### src/rtl/lc4_mem_arbiter.sv
// Round-robin arbiter that shares one fixed-latency memory read port between
// the icache and dcache miss paths and returns each fetched word to its owner.
module lc4_mem_arbiter #(
    parameter int LATENCY = 8,
    parameter int AW      = 16,
    parameter int DW      = 16
) (
    input  logic          clk,
    input  logic          rst,
    input  logic          gwe,
    input  logic          i_req,
    input  logic [AW-1:0] i_addr,
    output logic          i_done,
    output logic [DW-1:0] i_data,
    input  logic          d_req,
    input  logic [AW-1:0] d_addr,
    output logic          d_done,
    output logic [DW-1:0] d_data,
    output logic [AW-1:0] mem_addr,
    input  logic [DW-1:0] mem_data,
    output logic          busy
);

    typedef enum logic [1:0] {
        IDLE   = 2'd0,
        BUSY_I = 2'd1,
        BUSY_D = 2'd2
    } state_t;

    localparam logic [3:0] LAST_CNT = 4'(LATENCY);

    state_t     state_reg;
    logic [3:0] cnt_reg;
    logic       last_grant_reg;   // 1: dcache was granted most recently

    logic i_elig;
    logic d_elig;
    logic grant_i;
    logic grant_d;

    // A requester whose done is showing this cycle is still holding its stale
    // req; it must not be granted again on the edge that clears its done.
    always_comb begin
        i_elig  = i_req && !i_done;
        d_elig  = d_req && !d_done;
        grant_i = i_elig && (!d_elig || last_grant_reg);
        grant_d = d_elig && (!i_elig || !last_grant_reg);
    end

    always_ff @(posedge clk or posedge rst) begin
        if (rst) begin
            state_reg      <= IDLE;
            cnt_reg        <= 4'd0;
            last_grant_reg <= 1'b1;
            mem_addr       <= '0;
            i_done         <= 1'b0;
            d_done         <= 1'b0;
            i_data         <= '0;
            d_data         <= '0;
            busy           <= 1'b0;
        end else if (gwe) begin
            i_done <= 1'b0;
            d_done <= 1'b0;
            case (state_reg)
                IDLE: begin
                    if (grant_i) begin
                        state_reg      <= BUSY_I;
                        mem_addr       <= i_addr;
                        cnt_reg        <= 4'd0;
                        busy           <= 1'b1;
                        last_grant_reg <= 1'b0;
                    end else if (grant_d) begin
                        state_reg      <= BUSY_D;
                        mem_addr       <= d_addr;
                        cnt_reg        <= 4'd0;
                        busy           <= 1'b1;
                        last_grant_reg <= 1'b1;
                    end
                end
                BUSY_I, BUSY_D: begin
                    // mem_data reflects mem_addr once LATENCY edges have passed
                    if (cnt_reg == LAST_CNT) begin
                        if (state_reg == BUSY_I) begin
                            i_data <= mem_data;
                            i_done <= 1'b1;
                        end else begin
                            d_data <= mem_data;
                            d_done <= 1'b1;
                        end
                        busy      <= 1'b0;
                        mem_addr  <= '0;
                        state_reg <= IDLE;
                    end else begin
                        cnt_reg <= cnt_reg + 4'd1;
                    end
                end
                default: begin
                    state_reg <= IDLE;
                    busy      <= 1'b0;
                    mem_addr  <= '0;
                end
            endcase
        end
    end

endmodule

### config.mk
export PLATFORM = sky130hd
export DESIGN_NAME = lc4_mem_arbiter
export DESIGN_NICKNAME = d
export VERILOG_FILES = /design/src/rtl/lc4_mem_arbiter.sv
export SDC_FILE = /design/constraint.sdc
export NUM_CORES = 1
export LEC_CHECK = 0
export BUFFER_PORTS_ARGS = -buffer_cell sky130_fd_sc_hd__buf_2
export CAP_MARGIN = 10
export CORE_ASPECT_RATIO = 1.4
export CORE_MARGIN = 5
export CORE_UTILIZATION = 52
export DETAILED_ROUTE_END_ITERATION = 8
export GPL_TIMING_DRIVEN = 0
export PLACE_DENSITY_LB_ADDON = 0.05
export RECOVER_POWER = 50
export SETUP_SLACK_MARGIN = 0.05
export SLEW_MARGIN = 20
export SYNTH_ARGS = -nofsm -noshare
export SYNTH_HDL_FRONTEND = slang
export SYNTH_SLANG_ARGS = --single-unit
### constraint.sdc
create_clock -name clk -period 2.8 [get_ports clk]
set_input_delay 0.14 -clock clk [delete_from_list [all_inputs] [get_ports clk]]
set_output_delay 0.14 -clock clk [all_outputs]
set_load 0.01 [all_outputs]
# Word-level counts from Yosys, hierarchy flattened
# Index checks and enable logic that the tools add are counted.
[totals]
register_bits = 58
in_bits = 53
out_inout_bits = 51
[classes]
addsub = 1
n_eq_ne = 6
muxes = 23
bitwise_logic = 1
n_reduce_logical = 20
[ops]
columns = ["cell", "count"]
rows = [
  ["$mux 16", 3],
  ["$pmux 16 s2", 1],
  ["$mux 4", 3],
  ["$reduce_and 4->1", 3],
  ["$mux 1", 10],
  ["$pmux 4 s2", 1],
  ["$mux 2", 3],
  ["$reduce_and 3->1", 2],
  ["$logic_not 1->1", 5],
  ["$add 4x1->4 const B", 1],
  ["$eq 4x4->1 const B", 1],
  ["$logic_and 1x1->1", 4],
  ["$ne 2x2->1 const B", 2],
  ["$pmux 2 s2", 1],
  ["$reduce_bool 2->1", 2],
  ["$ne 3x3->1 const B", 1],
  ["$eq 2x1->1 const B", 1],
  ["$eq 2x2->1 const B", 1],
  ["$logic_not 2->1", 1],
  ["$logic_or 1x1->1", 2],
  ["$pmux 1 s2", 1],
  ["$reduce_or 2->1", 1],
  ["$not 1->1", 1],
]

# Logic depth before layout (Yosys ltp)
# Gate-level depths: netlist (run 1).
[logic_depth]
depth_word = 8
ltp_mapped = 8

# Least setup slack after synthesis (run 1)
# OpenSTA, ideal clock, no wires.
[synth_timing]
path_type = "register to register"
startpoint = "reg state_reg[0]"
endpoint = "reg d_data[0]"
setup_time_ns = 0.125
arrival_time_ns = 1.760
required_ns = 2.675
slack_ns = 0.915
stages_incl_launch_ff = 7
path_buffers = 1
path_cell_list = "dfrtp_1 > inv_1 > ha_1 > nand4b_4 > nor3_4 > buf_8 > mux2_4"
[synth_via]
elab_chain_len = 3
word_cells_on_any_way = 5
classes_between = "eq/ne: 2; bitwise: 1; reduce/logical: 2"
[synth_lines]
columns = ["item", "line_no", "rtl"]
rows = [
  ["start: declaration", "32", "state_t state_reg;"],
  ["start signal: assignment", "52", "state_reg <= IDLE;"],
  ["start signal: assignment", "67", "state_reg <= BUSY_I;"],
  ["start signal: assignment", "73", "state_reg <= BUSY_D;"],
  ["$eq 2x1->1 / $eq 2x2->1 (equally long branches)", "64, 83", ""],
  ["$reduce_or 2->1 / $not 1->1 (equally long branches)", "-", ""],
  ["$reduce_and 4->1 (no source line) (*)", "-", ""],
  ["end signal: assignment", "87", "d_data <= mem_data;"],
  ["end: declaration", "18", "output logic [DW-1:0] d_data,"],
]
# Mark *: on every way between the ends. The rest lies on a longest branch, timed or not.
# A chain may end at the register's enable or synchronous reset.

# Worst setup path in the final report (run 1)
[layout_timing]
startpoint = "reg state_reg[0]"
endpoint = "reg d_data[1]"
# The elaborated chain is that of the path after synthesis.

==> results of run 1 <==
[metrics by stage]
step,std cells,setup WS (ns),utilization (%),power (W)
floorplan,180,0.915,-,0.00184
global placement,347,0.525,66.1,0.00218
detailed placement,347,0.657,66.1,0.00220
CTS,364,0.656,70.2,0.00295
global route,364,0.549,68.8,0.00305
finish,364,0.686,68.8,0.00287
[layer usage]
| metal | GRT usage [%] | part of all wire (%) |
|---|---|---|
| met5 | 0 | 0 |
| met4 | 7.67 | 2.0 |
| met3 | 6.75 | 8.6 |
| met2 | 33.8 | 53 |
| met1 | 20.7 | 36 |
[cells in the mapped netlist, drive strengths merged]
master / instances / area, um2
dfrtp: 57 / 1430
mux2: 35 / 428
a21boi: 16 / 120
a221o: 16 / 160
buf: 10 / 81.3
inv: 6 / 22.5
nand2: 6 / 22.5
ha: 5 / 62.6
a21o: 4 / 30.0
and3: 2 / 12.5
nand2b: 2 / 27.5
nor2: 2 / 7.51
nor2b: 2 / 12.5
nor3b: 2 / 20.0
o2111ai: 2 / 17.5
a211oi: 1 / 7.51
a21oi: 1 / 5.00
a22o: 1 / 8.76
a31oi: 1 / 6.26
dfstp: 1 / 26.3
mux2i: 1 / 10.0
nand3b: 1 / 7.51
nand4b: 1 / 23.8
nor3: 1 / 16.3
o211ai: 1 / 7.51
o21bai: 1 / 18.8
o2bb2ai: 1 / 8.76
or2: 1 / 6.26
[worst min-delay path by stage]
| stage | start | endpoint | cells past startpoint |
|---|---|---|---|
| 2_1_floorplan | gwe | i_done | 2 |
| 3_3_place_gp | d_addr[5] | mem_addr[5] | 2 |
| 3_5_place_dp | rst | i_data[2] | 2 |
| 4_1_cts | d_addr[7] | mem_addr[7] | 2 |
| 5_1_grt | d_addr[7] | mem_addr[7] | 2 |
| 6_report | d_addr[7] | mem_addr[7] | 2 |
[critical path, delay by kind of cell, from the launching register on]
| kind | cells | cell delay (ns) |
|---|---|---|
| adder cells (fa/ha/maj) | 1 | 0.43 |
| multiplexers | 1 | 0.30 |
| AND/OR/NAND/NOR | 2 | 0.57 |
| buffers and inverters | 2 | 0.28 |
| flip-flops | 1 | 0.40 |
[layout make-up]
type | count | area, um2
Tap cell | 64 | 80.1
Clock buffer | 11 | 131
Clock inverter | 5 | 55.1
Timing Repair Buffer | 104 | 460
Multi-Input combinational cell | 106 | 1050
Fill cell | 416 | 1510
Sequential cell | 58 | 1450
Inverter | 6 | 25.0
Buffer | 10 | 81.3
[kinds of logic (layout without fill, tap and decap cells)]
family	after synthesis	in the layout
compound gates	45	45
fa+ha+maj	5	5
buf+inv	16	136
flops	58	58
mux	36	36
simple gates	20	20
[cells in the final DEF, fill, tap and decap left out, types with 3 or more instances in the layout]
| cell | count |
|---|---|
| a21o_1 | 4 |
| ha_1 | 5 |
| buf_2 | 56 |
| inv_1 | 5 |
| mux2_2 | 26 |
| a21boi_0 | 16 |
| a221o_1 | 16 |
| mux2_4 | 9 |
| buf_6 | 3 |
| clkbuf_1 | 54 |
| nand2_1 | 6 |
| clkbuf_8 | 9 |
| dfrtp_1 | 57 |
[power by group through the flow]
stage | combinational (W) | clock (W) | sequential [W]
after floorplan | 0.000556 | 0 | 0.00128
after global placement | 0.000984 | 0 | 0.00119
after detailed placement | 0.00100 | 0 | 0.00120
final | 0.000944 | 0.000732 | 0.00119
after global routing | 0.00104 | 0.000788 | 0.00123
after CTS | 0.00101 | 0.000747 | 0.00119
[timing repair]
item	in CTS	in global routing
endpoints found under the hold margin	57	0
hold buffers	1	0
setup buffers	0	0
==> results.tsv, run 1 <==
stage	metric	value	unit
timing	Pins Over Slew Limit	0	
worst_setup_path	capture point of the worst reg-to-reg path	d_data[1]	
cells_and_area	design area	0.00333	mm2
logic_synthesis	post-synthesis area per instance	14.5	um2
clock_network	Max clock buf depth	2	
power_and_ir_drop	peak supply drop	0.607	mV
routing	count of routing violations after the opening detailed-route iteration	63	
routing	detailed-route vias per instance	5.32	
worst_setup_path	largest fanout on the critical path	10	
timing	setup repair after global routing missed its margin	false	
worst_setup_path	launch point of the critical path	state_reg[0]	
grt	global-route wire length before repair	9850	um
logic_synthesis	complex-gate fraction of the synthesized area	15.0	%
routing	remaining number of nets flagged by the antenna check after routing	0	
logic_synthesis	part of the Yosys area used for sequential elements	55.8	%
power_and_ir_drop	sequential power share	41.6	%
logic_synthesis	fraction of the mapped netlist area in adder cells	2.40	%
logic_synthesis	dominant combinational cell family by area after synthesis	multiplexers	
timing	crit share post-route	75.5	%
logic_synthesis	multiplexer fraction of the synthesized cell area	16.8	%
power_and_ir_drop	fraction of power consumed by combinational cells	32.9	%
power_and_ir_drop	Power Density	861	mW/mm2
place	routability-driven placement congestion ratio	0.813	
worst_setup_path	CP endpoint kind	register	
grt	maximum number of pins on one net before global-route repair	59	
clock_network	CTS-repair resized insts	0	
worst_setup_path	Req. time, crit path	3.01	ns
logic_synthesis	number of library cell types mapped by synthesis	33	
place	number of port buffers	103	
clock_network	TritonCTS Buffers	9	
run	max cap viols	0	
grt	global-route usage over all layers	19.1	%
logic_synthesis	Syn Std Cell Area	0.00260	mm2
grt	antenna violations before repair	0	
worst_setup_path	setup slack, reg-to-reg	0.69	ns
cells_and_area	Ant. Diodes	0	
timing	Fin Setup TNS	0	ns
floorplanning	I/O pin total	104	
floorplanning	area of the die	0.00654	mm2
floorplanning	Die X	69.8	um
cells_and_area	biggest regs	d_data x16, i_data x16, mem_addr x16	
cells_and_area	area growth from synthesis to layout	28.0	%
worst_setup_path	ordered cell list for the critical path	inv_1 -> ha_1 -> nand4b_4 -> nor3_4 -> buf_8 -> mux2_4	
logic_synthesis	XOR/XNOR Fraction of Synth Area	0	%
cells_and_area	Final nets	353	
logic_synthesis	Yosys Warn Count	0	
run_status	status	completed	
power_and_ir_drop	clock share of power	25.5	%
timing	Rel. slew slack	54.8	%
worst_setup_path	Crit path arrival time	2.33	ns
routing	TritonRoute pass-1 iters	4	
clock_network	clock slew seen by the registers of the worst setup and hold paths	0.07	ns
power_and_ir_drop	switching fraction of total power	33.2	%
cells_and_area	fraction of final layout cells with drive strength greater than 1	39.3	%
grt	via count of the first global-routing pass	2059	
clock_network	worst skew pair latency	0.33	ns
worst_setup_path	worst-case reg-to-reg path depth	6	
logic_synthesis	Simple-Gate Fraction of Synth Area	6.01	%
clock_network	clock root buffer	clkbuf_8	
worst_setup_path	maximum cell stage delay along the critical path	0.43	ns
min_path	class of the tightest hold or removal check	input port to register	
logic_synthesis	post-synthesis net count	238	
power_and_ir_drop	cell-internal power	0.00192	W
routing	wire length per cell	16.3	um
routing	count of unresolved DRC violations after routing	0	
logic_synthesis	total of flip-flops plus latches after synthesis	58	
clock_network	CTS tree	built	
worst_setup_path	kind of critical path	register to register	
place	placed standard-cell area	0.00320	mm2
floorplanning	Die Y	93.7	um
floorplanning	number of placement rows	30	
routing	via total after detailed routing	1935	
timing	Max Clk Rate	473	MHz
timing	Worst Tran Pin Value	0.678	ns
timing	Clock Skew	0.00677	ns
floorplanning	core region area	0.00484	mm2
worst_setup_path	startpoint type of the worst setup path	register	
clock_network	sink count of the clock tree	58	
power_and_ir_drop	Switching Power	0.000953	W
timing	final setup violating endpoints	0	
place	Final HPWL DP	4420	um
routing	final routed wirelength across all metal layers	5920	um
clock_network	number of H-tree branching levels	3	
timing	Tmin final	2.11	ns
worst_setup_path	end point of the critical path	d_data[1]	
timing	Min Hold Slack	0.0370	ns
timing	final hold vios	0	
worst_setup_path	critical-path cell with the highest stage delay	ha_1	
worst_setup_path	launching point of the worst reg2reg path	state_reg[0]	
floorplanning	initial core utilization	53.8	%
power_and_ir_drop	leakage dissipation	1.65	nW
logic_synthesis	Mapped Cells	180	
grt	residual overflow from global routing	0	
No activity file was read; power rests on OpenSTA's default activity.
==> inputs of run 2 (changes only) <==
--- a/config.mk
+++ b/config.mk
@@ -9,7 +9,7 @@
 export CAP_MARGIN = 10
 export CORE_ASPECT_RATIO = 1.4
 export CORE_MARGIN = 5
-export CORE_UTILIZATION = 52
+export CORE_UTILIZATION = 43
 export DETAILED_ROUTE_END_ITERATION = 8
 export GPL_TIMING_DRIVEN = 0
 export PLACE_DENSITY_LB_ADDON = 0.05
==> constraint.sdc (replaced) <==
create_clock -name clk -period 1.8 [get_ports clk]
set_input_delay 0.09 -clock clk [delete_from_list [all_inputs] [get_ports clk]]
set_output_delay 0.09 -clock clk [all_outputs]
set_load 0.01 [all_outputs]
==> results.tsv, run 2 (same netlist as run 1, synthesis figures left out) <==
stage	metric	value	unit
clock_network	clock root buffer	clkbuf_8	
worst_setup_path	maximum cell stage delay along the critical path	0.39	ns
timing	final setup violating endpoints	0	
worst_setup_path	kind of critical path	register to register	
worst_setup_path	ordered cell list for the critical path	inv_2 -> ha_4 -> nand4b_4 -> nor3_4 -> buf_12 -> buf_12 -> mux2_2	
worst_setup_path	CP endpoint kind	register	
worst_setup_path	Req. time, crit path	2.02	ns
run_status	status	completed	
worst_setup_path	launching point of the worst reg2reg path	state_reg[0]	
grt	global-route wire length before repair	10600	um
clock_network	TritonCTS Buffers	9	
floorplanning	number of placement rows	33	
run	max cap viols	0	
timing	Rel. slew slack	26.3	%
routing	detailed-route vias per instance	5.00	
grt	global-route usage over all layers	18.3	%
timing	setup repair after global routing missed its margin	true	
grt	via count of the first global-routing pass	2269	
place	placed standard-cell area	0.00324	mm2
floorplanning	Die Y	102	um
worst_setup_path	startpoint type of the worst setup path	register	
timing	crit share post-route	97.7	%
cells_and_area	biggest regs	d_data x16, i_data x16, mem_addr x16	
power_and_ir_drop	peak supply drop	0.769	mV
worst_setup_path	critical-path cell with the highest stage delay	dfrtp_1	
timing	Clock Skew	0.00805	ns
timing	Worst Tran Pin Value	1.10	ns
floorplanning	core region area	0.00586	mm2
routing	TritonRoute pass-1 iters	4	
cells_and_area	fraction of final layout cells with drive strength greater than 1	48.9	%
cells_and_area	area growth from synthesis to layout	58.5	%
routing	count of unresolved DRC violations after routing	0	
grt	maximum number of pins on one net before global-route repair	32	
worst_setup_path	Worst path most repeated cell	buf_12	
clock_network	sink count of the clock tree	58	
floorplanning	I/O pin total	104	
clock_network	Max clock buf depth	2	
timing	final setup slack of the worst path	0.0414	ns
cells_and_area	design area	0.00413	mm2
place	worst slack after detailed placement	-0.298	ns
cells_and_area	highest-count cells in the layout ignoring fill and taps	buf_2 (83), dfrtp_1 (57), dlygate4sd3_1 (45)	
worst_setup_path	Crit path arrival time	1.98	ns
min_path	hold worst-path end	mem_addr[12]	
cells_and_area	Ant. Diodes	0	
min_path	class of the tightest hold or removal check	input port to register	
cells_and_area	commonest non-fill, non-tap cell in the layout	buf_2	
timing	Tmin final	1.76	ns
cells_and_area	multi-input gate area in the final layout	0.00110	mm2
timing	Max Clk Rate	569	MHz
place	routability-driven placement congestion ratio	0.724	
timing	final hold vios	0	
worst_setup_path	largest fanout on the critical path	7	
floorplanning	area of the die	0.00773	mm2
cells_and_area	filler instances	435	
worst_setup_path	capture point of the worst reg-to-reg path	d_data[12]	
place	Final HPWL DP	4370	um
place	number of port buffers	103	
clock_network	worst skew pair latency	0.33	ns
cells_and_area	Register Area	0.00145	mm2
timing	Pins Over Slew Limit	0	
routing	remaining number of nets flagged by the antenna check after routing	0	
clock_network	clock slew seen by the registers of the worst setup and hold paths	0.07	ns
clock_network	number of H-tree branching levels	3	
floorplanning	initial core utilization	44.4	%
power_and_ir_drop	leakage dissipation	2.10	nW
clock_network	CTS tree	built	
routing	count of routing violations after the opening detailed-route iteration	72	
power_and_ir_drop	Design Power	0.00494	W
worst_setup_path	worst-case reg-to-reg path depth	7	
min_path	min-delay src	d_addr[12]	
grt	residual overflow from global routing	0	
power_and_ir_drop	Power Density	1200	mW/mm2
grt	antenna violations before repair	0	
worst_setup_path	setup slack, reg-to-reg	0.04	ns
routing	final routed wirelength across all metal layers	7040	um
floorplanning	Die X	75.8	um
routing	wire length per cell	16.4	um
cells_and_area	Final nets	415	
routing	via total after detailed routing	2148	
min_path	Hold Path Cell Cnt	2	
==> run 2: cell count changes in the layout (fill, tap and decap cells not counted), moves of 3 or more <==
cell,before,now
buf_2,56,83
clkbuf_16,0,3
dlygate4sd3_1,1,45
inv_1,5,2
clkbuf_1,54,22
inv_2,0,4
buf_12,0,3
buf_4,1,13
==> run 2: power by group <==
group          total [W]  switching (W)  internal, W
clock network    0.00118       0.000488     0.000694
logic            0.00191       0.000887      0.00102
registers        0.00185       0.000189      0.00166
total            0.00494        0.00156      0.00337
==> run 2: layout make-up <==
cell class | instances | share of cell area (%)
clock buffers | 11 | 3.67
well taps | 70 | 2.12
multi-input cells | 106 | 26.7
inverters | 6 | 0.546
plain buffers | 9 | 2.43
flip-flops and latches | 58 | 35.2
clock inverters | 3 | 0.970
repair buffers | 167 | 28.4
==> run 2: per-stage QoR <==
stage          setup TNS, ns  utilization, %  instances  hold WS (ns)
6_report                   0            70.4        430        0.0149
4_1_cts                    0            67.8        419       0.00222
3_5_place_dp           -5.51            55.3        354         0.100
2_1_floorplan         -0.219               -        180         0.218
5_1_grt               -0.180            70.4        430       0.00557
3_3_place_gp          -33.47            54.9        353         0.321
==> run 2: worst max path at each step <==
| stage | startpoint | end | slack (ns) | cells after the start |
|---|---|---|---|---|
| 2_1_floorplan | state_reg[0] | d_data[0] | -0.02 | 6 |
| 4_1_cts | state_reg[0] | d_data[8] | 0.05 | 6 |
| 3_3_place_gp | rst | mem_addr[11] | -0.50 | 2 |
| 5_1_grt | state_reg[0] | d_data[13] | -0.03 | 7 |
| 3_5_place_dp | state_reg[0] | d_data[1] | -0.30 | 6 |
| 6_report | state_reg[0] | d_data[12] | 0.04 | 7 |
==> run 2: per-layer routing <==
| metal | GRT usage (%) | vias up | part of all wire (%) |
|---|---|---|---|
| li1 | - | 1022 | - |
| met1 | 21.9 | 1027 | 40 |
| met3 | 5.81 | 8 | 7.6 |
| met4 | 6.73 | 0 | 1.1 |
| met2 | 30.2 | 91 | 51 |
| met5 | 0 | - | 0 |
==> run 2: what timing repair did <==
action                                 in CTS  in global routing
hold buffers                               45                  0
endpoints found under the hold margin      68                  0
cloned                                      0                  3
pin swaps                                   2                  4
setup endpoints to repair                  47                 37
setup buffers                               6                  9
resized for setup                          10                 11
==> run 2: critical path, delay by kind of cell, from the launching register on <==
family | cells | cell delay (ns)
fa+ha+maj | 1 | 0.30
mux | 1 | 0.33
flops | 1 | 0.39
simple gates | 2 | 0.31
buf+inv | 3 | 0.31
==> inputs of run 3 (changes only) <==
--- a/config.mk
+++ b/config.mk
@@ -7,9 +7,11 @@
 export LEC_CHECK = 0
 export BUFFER_PORTS_ARGS = -buffer_cell sky130_fd_sc_hd__buf_2
 export CAP_MARGIN = 10
+export CELL_PAD_IN_SITES_DETAIL_PLACEMENT = 1
+export CELL_PAD_IN_SITES_GLOBAL_PLACEMENT = 2
 export CORE_ASPECT_RATIO = 1.4
 export CORE_MARGIN = 5
-export CORE_UTILIZATION = 43
+export CORE_UTILIZATION = 28
 export DETAILED_ROUTE_END_ITERATION = 8
 export GPL_TIMING_DRIVEN = 0
 export PLACE_DENSITY_LB_ADDON = 0.05
==> results.tsv, run 3 (same netlist as run 1, synthesis figures left out) <==
stage	metric	value	unit
grt	residual overflow from global routing	0	
worst_setup_path	launch point of the critical path	state_reg[1]	
cells_and_area	Ant. Diodes	0	
floorplanning	number of placement rows	41	
grt	global-route usage over all layers	14.0	%
cells_and_area	Layout Utilization	44.1	%
floorplanning	core region area	0.00908	mm2
routing	wire length on met3	554	um
grt	global-route wire length before repair	12200	um
clock_network	sink count of the clock tree	58	
clock_network	clock slew seen by the registers of the worst setup and hold paths	0.05	ns
cells_and_area	area growth from synthesis to layout	53.9	%
min_path	class of the tightest hold or removal check	input port to register	
place	routability-driven placement congestion ratio	0.676	
cells_and_area	highest-count cells in the layout ignoring fill and taps	buf_2 (84), dfrtp_1 (57), mux2_2 (26), dlygate4sd3_1 (26), clkbuf_1 (21)	
worst_setup_path	kind of critical path	register to register	
cells_and_area	post-layout instance count excluding filler cells	447	
routing	final routed wirelength across all metal layers	7770	um
worst_setup_path	Req. time, crit path	2.00	ns
timing	Worst Tran Pin Value	0.807	ns
power_and_ir_drop	peak supply drop	0.596	mV
clock_network	clock root buffer	clkbuf_16	
power_and_ir_drop	leakage dissipation	2.03	nW
timing	Rel. slew slack	45.9	%
timing	setup repair after global routing missed its margin	true	
floorplanning	Die Y	124	um
clock_network	TritonCTS Buffers	9	
routing	count of routing violations after the opening detailed-route iteration	52	
run_status	status	completed	
clock_network	number of H-tree branching levels	3	
timing	crit share post-route	96.4	%
floorplanning	I/O pin total	104	
grt	antenna violations before repair	0	
cells_and_area	Final nets	394	
worst_setup_path	launching point of the worst reg2reg path	state_reg[1]	
cells_and_area	commonest non-fill, non-tap cell in the layout	buf_2	
cells_and_area	biggest regs	d_data x16, i_data x16, mem_addr x16	
floorplanning	area of the die	0.0114	mm2
routing	wire length per cell	17.4	um
run	max cap viols	0	
clock_network	Max clock buf depth	2	
place	instance count after placement with tap cells included	391	
clock_network	worst skew pair latency	0.32	ns
routing	count of unresolved DRC violations after routing	0	
floorplanning	Die X	91.5	um
timing	Clock Skew	0.00476	ns
routing	top layer in use	met4	
worst_setup_path	CP endpoint kind	register	
worst_setup_path	startpoint type of the worst setup path	register	
grt	via count of the first global-routing pass	2337	
routing	detailed-route vias per instance	4.66	
place	number of port buffers	103	
clock_network	CTS tree	built	
routing	via total after detailed routing	2085	
cells_and_area	fraction of final layout cells with drive strength greater than 1	52.1	%
routing	remaining number of nets flagged by the antenna check after routing	0	
timing	Pins Over Slew Limit	0	
timing	Min Hold Slack	0.00996	ns
grt	maximum number of pins on one net before global-route repair	43	
floorplanning	initial core utilization	28.7	%
worst_setup_path	largest fanout on the critical path	5	
routing	metal2 WL	3900	um
place	placed standard-cell area	0.00330	mm2
timing	Max Clk Rate	576	MHz
timing	final hold vios	0	
cells_and_area	design area	0.00401	mm2
power_and_ir_drop	Power Density	1370	mW/mm2
min_path	min-delay src	i_addr[15]	
timing	final setup violating endpoints	0	
routing	TritonRoute pass-1 iters	4	
place	Final HPWL DP	5280	um
worst_setup_path	Crit path arrival time	1.94	ns
routing	met1 wire length	3170	um
timing	Tmin final	1.74	ns
==> run 3: cell count changes in the layout (fill, tap and decap cells not counted), moves of 2 or more <==
cell           delta
buf_12            -3
dlygate4sd3_1    -19
clkbuf_8          -8
clkbuf_4          +2
buf_4             +3
clkbuf_16         +6
==> run 3: path summary, 6_finish.rpt <==
kind / to / slack (ns) / cells after the start
max: d_data[4] / 0.06 / 7
min: mem_addr[15] / 0.01 / 2
max reg2reg: d_data[4] / 0.06 / 7
min reg2reg: busy / 0.49 / 1
max in group asynchronous: i_data[3] / 0.30 / 4
min in group asynchronous: i_data[12] / 0.42 / 3
==> run 3: per-layer routing <==
metal / global-route usage [%] / vias up
met5: 0 / -
met4: 7.36 / 0
met3: 4.41 / 10
met2: 23.4 / 77
met1: 16.0 / 1015
li1: - / 983
==> run 3: metrics by stage <==
step | setup WS (ns) | total power, W | setup TNS (ns)
final | 0.0642 | 0.00549 | 0
after global routing | -0.00825 | 0.00582 | -0.0360
after global placement | -0.657 | 0.00350 | -43.94
after CTS | 0.0171 | 0.00555 | 0
after floorplan | -0.0243 | 0.00289 | -0.219
after detailed placement | -0.356 | 0.00353 | -7.71
==> run 3: area by class of cell <==
cell class	count	area [um2]
multi-input combinational	106	1100
timing repair buffer	145	891
buffer	10	103
sequential	58	1450
tap	107	134
fill	982	5070
inverter	6	23.8
clock buffer	13	270
clock inverter	2	35.0
==> run 3: timing repair <==
| item | CTS | global route |
|---|---|---|
| endpoints found under the setup margin | 49 | 35 |
| endpoints found under the hold margin | 32 | 0 |
| gates cloned | 1 | 0 |
| gates resized for setup | 10 | 9 |
| setup buffers | 10 | 4 |
| pin swaps | 2 | 2 |
| hold buffers | 26 | 0 |
==> run 3: power breakdown <==
part | total (W) | internal (W) | switching (W)
sequential | 0.00184 | 0.00166 | 0.000182
combinational | 0.00190 | 0.000982 | 0.000913
clock | 0.00175 | 0.00117 | 0.000576
total | 0.00549 | 0.00382 | 0.00167
==> run 3: critical path, cell delays in order, from the launching register on <==
cell,delay (ns)
dfrtp_1,0.35
inv_2,0.06
ha_4,0.30
nand4b_4,0.12
nor3_4,0.20
buf_4,0.17
buf_16,0.12
mux2_4,0.29
